File: config.mk
export PLATFORM = sky130hd
export DESIGN_NAME = regfile_sb
export DESIGN_NICKNAME = d
export VERILOG_FILES = /design/src/rtl/regfile_sb.sv
export SDC_FILE = /design/constraint.sdc
export NUM_CORES = 2
export LEC_CHECK = 0
export BUFFER_PORTS_ARGS = -buffer_cell sky130_fd_sc_hd__clkbuf_2
export CORE_MARGIN = 5
export CORE_UTILIZATION = 50
export CTS_CLUSTER_DIAMETER = 50
export DETAILED_ROUTE_END_ITERATION = 8
export PLACE_DENSITY = 0.66
export SLEW_MARGIN = 25
export SYNTH_ARGS = -nofsm -noshare
export SYNTH_HDL_FRONTEND = slang
export SYNTH_SLANG_ARGS = --single-unit
File: constraint.sdc
create_clock -name i_clk -period 108.4 [get_ports i_clk]
set_clock_uncertainty 0.15 [all_clocks]
set_input_delay 21.68 -clock i_clk [delete_from_list [all_inputs] [get_ports i_clk]]
set_output_delay 21.68 -clock i_clk [all_outputs]
set_load 0.01 [all_outputs]
File: src/rtl/regfile_sb.sv
// regfile_sb
//
// Parametrised register file with combinational multi-port reads, optional
// write-to-read bypass, an optional hardwired zero register and a
// per-register pending-write scoreboard. Decode logic uses the busy outputs
// to stall on RAW hazards against producers that are still in flight.
//
// Ports
//   i_clk      : clock, all state updates on the rising edge
//   i_rst      : asynchronous active-high reset
//   regRdAddr  : packed read addresses, port k at [k*ADDR_W +: ADDR_W]
//   regRdData  : packed read data, port k at [k*DATA_W +: DATA_W]
//   regRdBusy  : per-port "register has an unresolved reservation"
//   regWrEn    : write enable from writeback
//   regWrAddr  : write address
//   regWrData  : write data
//   rsvEn      : reserve a destination register at issue
//   rsvAddr    : register to reserve
//   pendCnt    : number of registers currently reserved

module regfile_sb #(
    parameter int DATA_W   = 32,
    parameter int ADDR_W   = 5,
    parameter int NUM_RD   = 2,
    parameter int ZERO_REG = 1,
    parameter int BYPASS   = 1
) (
    input  logic                     i_clk,
    input  logic                     i_rst,
    input  logic [NUM_RD*ADDR_W-1:0] regRdAddr,
    output logic [NUM_RD*DATA_W-1:0] regRdData,
    output logic [NUM_RD-1:0]        regRdBusy,
    input  logic                     regWrEn,
    input  logic [ADDR_W-1:0]        regWrAddr,
    input  logic [DATA_W-1:0]        regWrData,
    input  logic                     rsvEn,
    input  logic [ADDR_W-1:0]        rsvAddr,
    output logic [ADDR_W:0]          pendCnt
);

    localparam int DEPTH    = 1 << ADDR_W;
    localparam bit HAS_ZERO = (ZERO_REG != 0);
    localparam bit HAS_BYP  = (BYPASS != 0);

    logic [DATA_W-1:0] mem_q [DEPTH];
    logic [DATA_W-1:0] mem_d [DEPTH];
    logic [DEPTH-1:0]  pend_q;
    logic [DEPTH-1:0]  pend_d;
    logic [ADDR_W:0]   cnt_q;
    logic [ADDR_W:0]   cnt_d;

    logic              wr_fire;
    logic              rsv_fire;
    logic              pend_set;
    logic              pend_clr;
    logic [ADDR_W-1:0] rd_addr;

    // Qualified requests. Anything presented during reset is dropped, which
    // also keeps the bypass path quiet while i_rst is high.
    always_comb begin
        wr_fire  = regWrEn && !i_rst && !(HAS_ZERO && (regWrAddr == '0));
        rsv_fire = rsvEn   && !i_rst && !(HAS_ZERO && (rsvAddr   == '0));
    end

    // Next-state for storage, pend bits and the reservation counter.
    // The reservation is applied after the write clear so that a same-address
    // reserve+write leaves the bit set: the reservation belongs to a younger
    // producer than the one now writing back.
    always_comb begin
        mem_d  = mem_q;
        pend_d = pend_q;
        if (wr_fire) begin
            mem_d[regWrAddr]  = regWrData;
            pend_d[regWrAddr] = 1'b0;
        end
        if (rsv_fire) begin
            pend_d[rsvAddr] = 1'b1;
        end

        pend_set = rsv_fire && !pend_q[rsvAddr];
        pend_clr = wr_fire && pend_q[regWrAddr] &&
                   !(rsv_fire && (rsvAddr == regWrAddr));
        cnt_d    = cnt_q + (ADDR_W+1)'(pend_set) - (ADDR_W+1)'(pend_clr);
    end

    // State registers with asynchronous clear of data, pend bits and count.
    always_ff @(posedge i_clk or posedge i_rst) begin
        if (i_rst) begin
            for (int i = 0; i < DEPTH; i++) begin
                mem_q[i] <= '0;
            end
            pend_q <= '0;
            cnt_q  <= '0;
        end else begin
            mem_q  <= mem_d;
            pend_q <= pend_d;
            cnt_q  <= cnt_d;
        end
    end

    // Read ports. Priority: zero register, then bypass of the in-flight
    // write, then stored entry. A bypassed write also resolves busy.
    always_comb begin
        regRdData = '0;
        regRdBusy = '0;
        rd_addr   = '0;
        for (int k = 0; k < NUM_RD; k++) begin
            rd_addr = regRdAddr[k*ADDR_W +: ADDR_W];
            if (HAS_ZERO && (rd_addr == '0)) begin
                regRdData[k*DATA_W +: DATA_W] = '0;
                regRdBusy[k]                  = 1'b0;
            end else if (HAS_BYP && wr_fire && (regWrAddr == rd_addr)) begin
                regRdData[k*DATA_W +: DATA_W] = regWrData;
                regRdBusy[k]                  = 1'b0;
            end else begin
                regRdData[k*DATA_W +: DATA_W] = mem_q[rd_addr];
                regRdBusy[k]                  = pend_q[rd_addr];
            end
        end
    end

    assign pendCnt = cnt_q;

endmodule
==> summary.md <==
| Metric | Value |
|---|---|
| Pins Over Slew Limit | `0` |
| Worst r2r src | `pend_q[19]` |
| Tot GR Track Use | `29.11%` |
| CTS Sinks | `1062` |
| Gp weighted congestion | `0.8298` |
| RSZ-0062 raised after global routing | `no` |
| Crit path time final | `47.72 ns` |
| Post-CTS Setup Inserts | `0` |
| Worst-path fanout max | `79` |
| Die ar. | `124800 µm²` |
| Post-synth cell types | `76` |
| Cells on worst reg2reg path | `12` |
| Largest cells by area after synthesis | `dfrtp_1 (45%), mux2_2 (20%), mux4_2 (15%), mux2i_1 (5.3%), buf_2 (1.4%)` |
| Initial antenna violation count | `4` |
| Top_reg_cell synth | `dfrtp_1` |
| WHS Path Cells | `0` |
| CP Class | `input port to output port` |
| Register bit total from synthesis | `1062` |
| DRT iter0 DRCs | `3861` |
| # resized after CTS | `0` |
| Hold path start | `mem_q[1021]` |
| Largest family of logic cells by synthesized area | `multiplexers` |
| Synthesized Nets | `4305` |
| CORE AREA | `117500 µm²` |
| WL final | `182400 µm` |
| Die height | `353.2 µm` |
| Clock slew at reported path FFs | `0.05 ns` |
| Vias per std cell | `6.754` |
| Sequential fraction of the synthesis area | `45.12%` |
| Wirelength per Cell | `31.67 µm` |
| Synth top area share | `45.12%` |
| Cells after Synth | `4242` |
| # IOs | `128` |
| Relative slew slack | `25.66%` |
| YS warnings | `0` |
| First-pass GRT wire length | `272100 µm` |
| ANT nets after route | `0` |
| Post-DP HPWL | `105100 µm` |
| Hold EP | `mem_q[1021]` |
| Root Driver | `clkbuf_16` |
| FFs w/ async S/R, synth | `100.0%` |
| Post-synthesis compound-gate area fraction | `6.112%` |
| Htree depth | `4` |
| FP Rows | `126` |
| Global route total overflow | `0` |
| Fin Setup TNS | `0 ns` |
| Worst vdd ir | `14.96 µV` |
| CTS tree | `yes` |
| R2r endpoint | `pendCnt[4]` |
| Part of the cycle the worst path needs | `44.02%` |
| PortBufs | `127` |
| Cell Pwr Density | `17.63 nW/µm²` |
| Drt first pass iters | `5` |
| Post-Synth XOR/XNOR Area | `0.2974%` |
| Fin Hold WS | `0.2413 ns` |
| CP Data Required Time | `86.57 ns` |
| DIE WIDTH | `353.2 µm` |
| Layout cells sized above 1 | `46.21%` |
| Clk_lat worst skew | `0.74 ns` |
| Fmax | `20.96 MHz` |
| Multiplexer area fraction after synthesis | `40.81%` |
| Endpoints failing hold | `0` |
| Post-Synth Adder-Cell Area | `0.1615%` |
| # Max-Cap Violations | `0` |
| Number of synthesized flops with an enable pin | `0` |
| Status | `finished, final reports clean` |
| Synth-to-layout area growth | `9.548%` |
| Netlist Area Pre-Place | `58890 µm²` |
| Starting Density | `50.14%` |
| Register-to-register setup slack | `105.10 ns` |
| HP Class | `flip-flop to flip-flop` |
| Via count | `38910` |
| Final nets | `4179` |
| CP arrival | `25.89 ns` |
| Post-synthesis simple-gate area fraction | `3.138%` |
| DRC Markers | `0` |
| Startpoint Class | `input port` |
| Worst-Margin Slew | `1.115 ns` |
| Leakage | `28.97 nW` |
| CTS buffer count | `133` |
| Vias in the first global route | `39770` |
| Clk buf depth | `3` |
| Largest net degree at the start of global routing | `168` |
| Endpoints failing setup | `0` |
| Yosys top cell by area | `dfrtp_1` |
| Endpoint class of the critical path | `output port` |
| Hold-fix buffers at CTS | `0` |
| Syn avg cell area | `13.88 µm²` |
critical path, stage by stage:
cell and delay [ns]:
buf_8 0.65, buf_4 0.72, buf_4 0.91, mux4_2 0.61, o21a_1 0.18, o21ai_0 0.53
o221ai_1 0.29, clkbuf_2 0.20
synthesized netlist by cell type, types with 10 or more instances:
cell and number:
a211o_1 18, a211oi_1 10, a21oi_1 89, a221o_1 17, a221oi_1 55, a22o_1 42, a22oi_1 41, buf_1 44
buf_2 162, buf_4 55, buf_6 27, clkbuf_1 185, dfrtp_1 1062, inv_1 25, mux2_2 1057, mux2i_1 314
mux4_2 399, nand2_1 160, nand2b_1 23, nand3_1 10, nor2_1 74, nor2b_1 13, nor3_1 25, nor4_1 20
o211ai_1 15, o21ai_0 42, o221ai_1 30, o22ai_1 59, xor2_1 13
where the power goes:
group	switching, mW	total, mW	internal [mW]	leakage, nW
Clock	0.180	0.455	0.276	2.23
Sequential	0.0388	0.488	0.449	14.1
Combinational	0.0886	0.194	0.105	12.6
logic make-up after synthesis:
kind of cell / count (synthesis)
buffers and inverters: 505
multiplexers: 1770
adder cells (fa/ha/maj): 7
AO/OA/AOI/OAI: 496
XOR/XNOR: 20
flip-flops: 1062
AND/OR/NAND/NOR: 382
worst max-delay path by stage:
stage | slack (ns) | to | cells past startpoint | startpoint
3_5_place_dp | 60.72 | regRdData[5] | 8 | regRdAddr[0]
4_1_cts | 60.73 | regRdData[5] | 8 | regRdAddr[0]
5_1_grt | 60.54 | regRdData[5] | 8 | regRdAddr[0]
3_3_place_gp | 60.73 | regRdData[5] | 8 | regRdAddr[0]
2_1_floorplan | 56.68 | mem_q[0] | 1 | i_rst
6_report | 60.68 | regRdData[5] | 8 | regRdAddr[0]
per-layer routing:
metal  up-vias  GRT usage, %  share of wire [%]
met4         4         11.06                4.3
met2      1726         46.03                 47
li1      16050             -                  -
met3       409         5.774                8.1
met1     20720         40.17                 41
met5         -             0              0.013
flip-flops by register name, summed over array words and instances, names as in the netlist:
name	count
pend_q	32
mem_q	1024
pendCnt	6
metrics by stage:
stage / setup WS, ns / instances / util, % / power, mW / instance area, µm²
2_1_floorplan: 56.68 / 4242 / - / 0.6360 / 58890
3_3_place_gp: 60.73 / 5516 / 51.02 / 0.6808 / 59920
3_5_place_dp: 60.72 / 5516 / 51.02 / 0.6871 / 59920
4_1_cts: 60.73 / 5757 / 54.89 / 1.144 / 64470
5_1_grt: 60.54 / 5759 / 54.93 / 1.183 / 64510
6_report: 60.68 / 5761 / 54.93 / 1.137 / 64520
placed cells by master (no fill, tap or decap), types with 10 or more instances in the layout:
cell          n
o221ai_1     30
nor2_1       65
a21oi_1      89
nand3_1      10
o22ai_1      59
clkbuf_1     20
dfrtp_1    1062
inv_1        23
clkinv_2     20
clkbuf_2    118
a211o_1      17
a221o_1      17
nor3_1       25
bufinv_16    10
xor2_1       13
nand2b_1     23
nor4_1       20
o211ai_1     15
nand2_2      20
mux4_2      399
buf_4        83
nand2_1     147
a22o_1       42
a221oi_1     55
clkbuf_16   137
nor2_4       13
clkbuf_8     28
a22oi_1      41
a211oi_1     10
mux2i_1     314
o21ai_0      42
mux2_2     1057
area by class of cell:
class	instances	area, µm²
Timing Repair Buffer	217	1463
Clock inverter	57	674.4
Antenna cell	3	7.507
Fill cell	9609	52930
Clock buffer	184	3875
Inverter	27	110.1
Multi-Input combinational cell	2675	29890
Sequential cell	1062	26580
Tap cell	1536	1922
No activity file was read; power rests on OpenSTA's default activity.
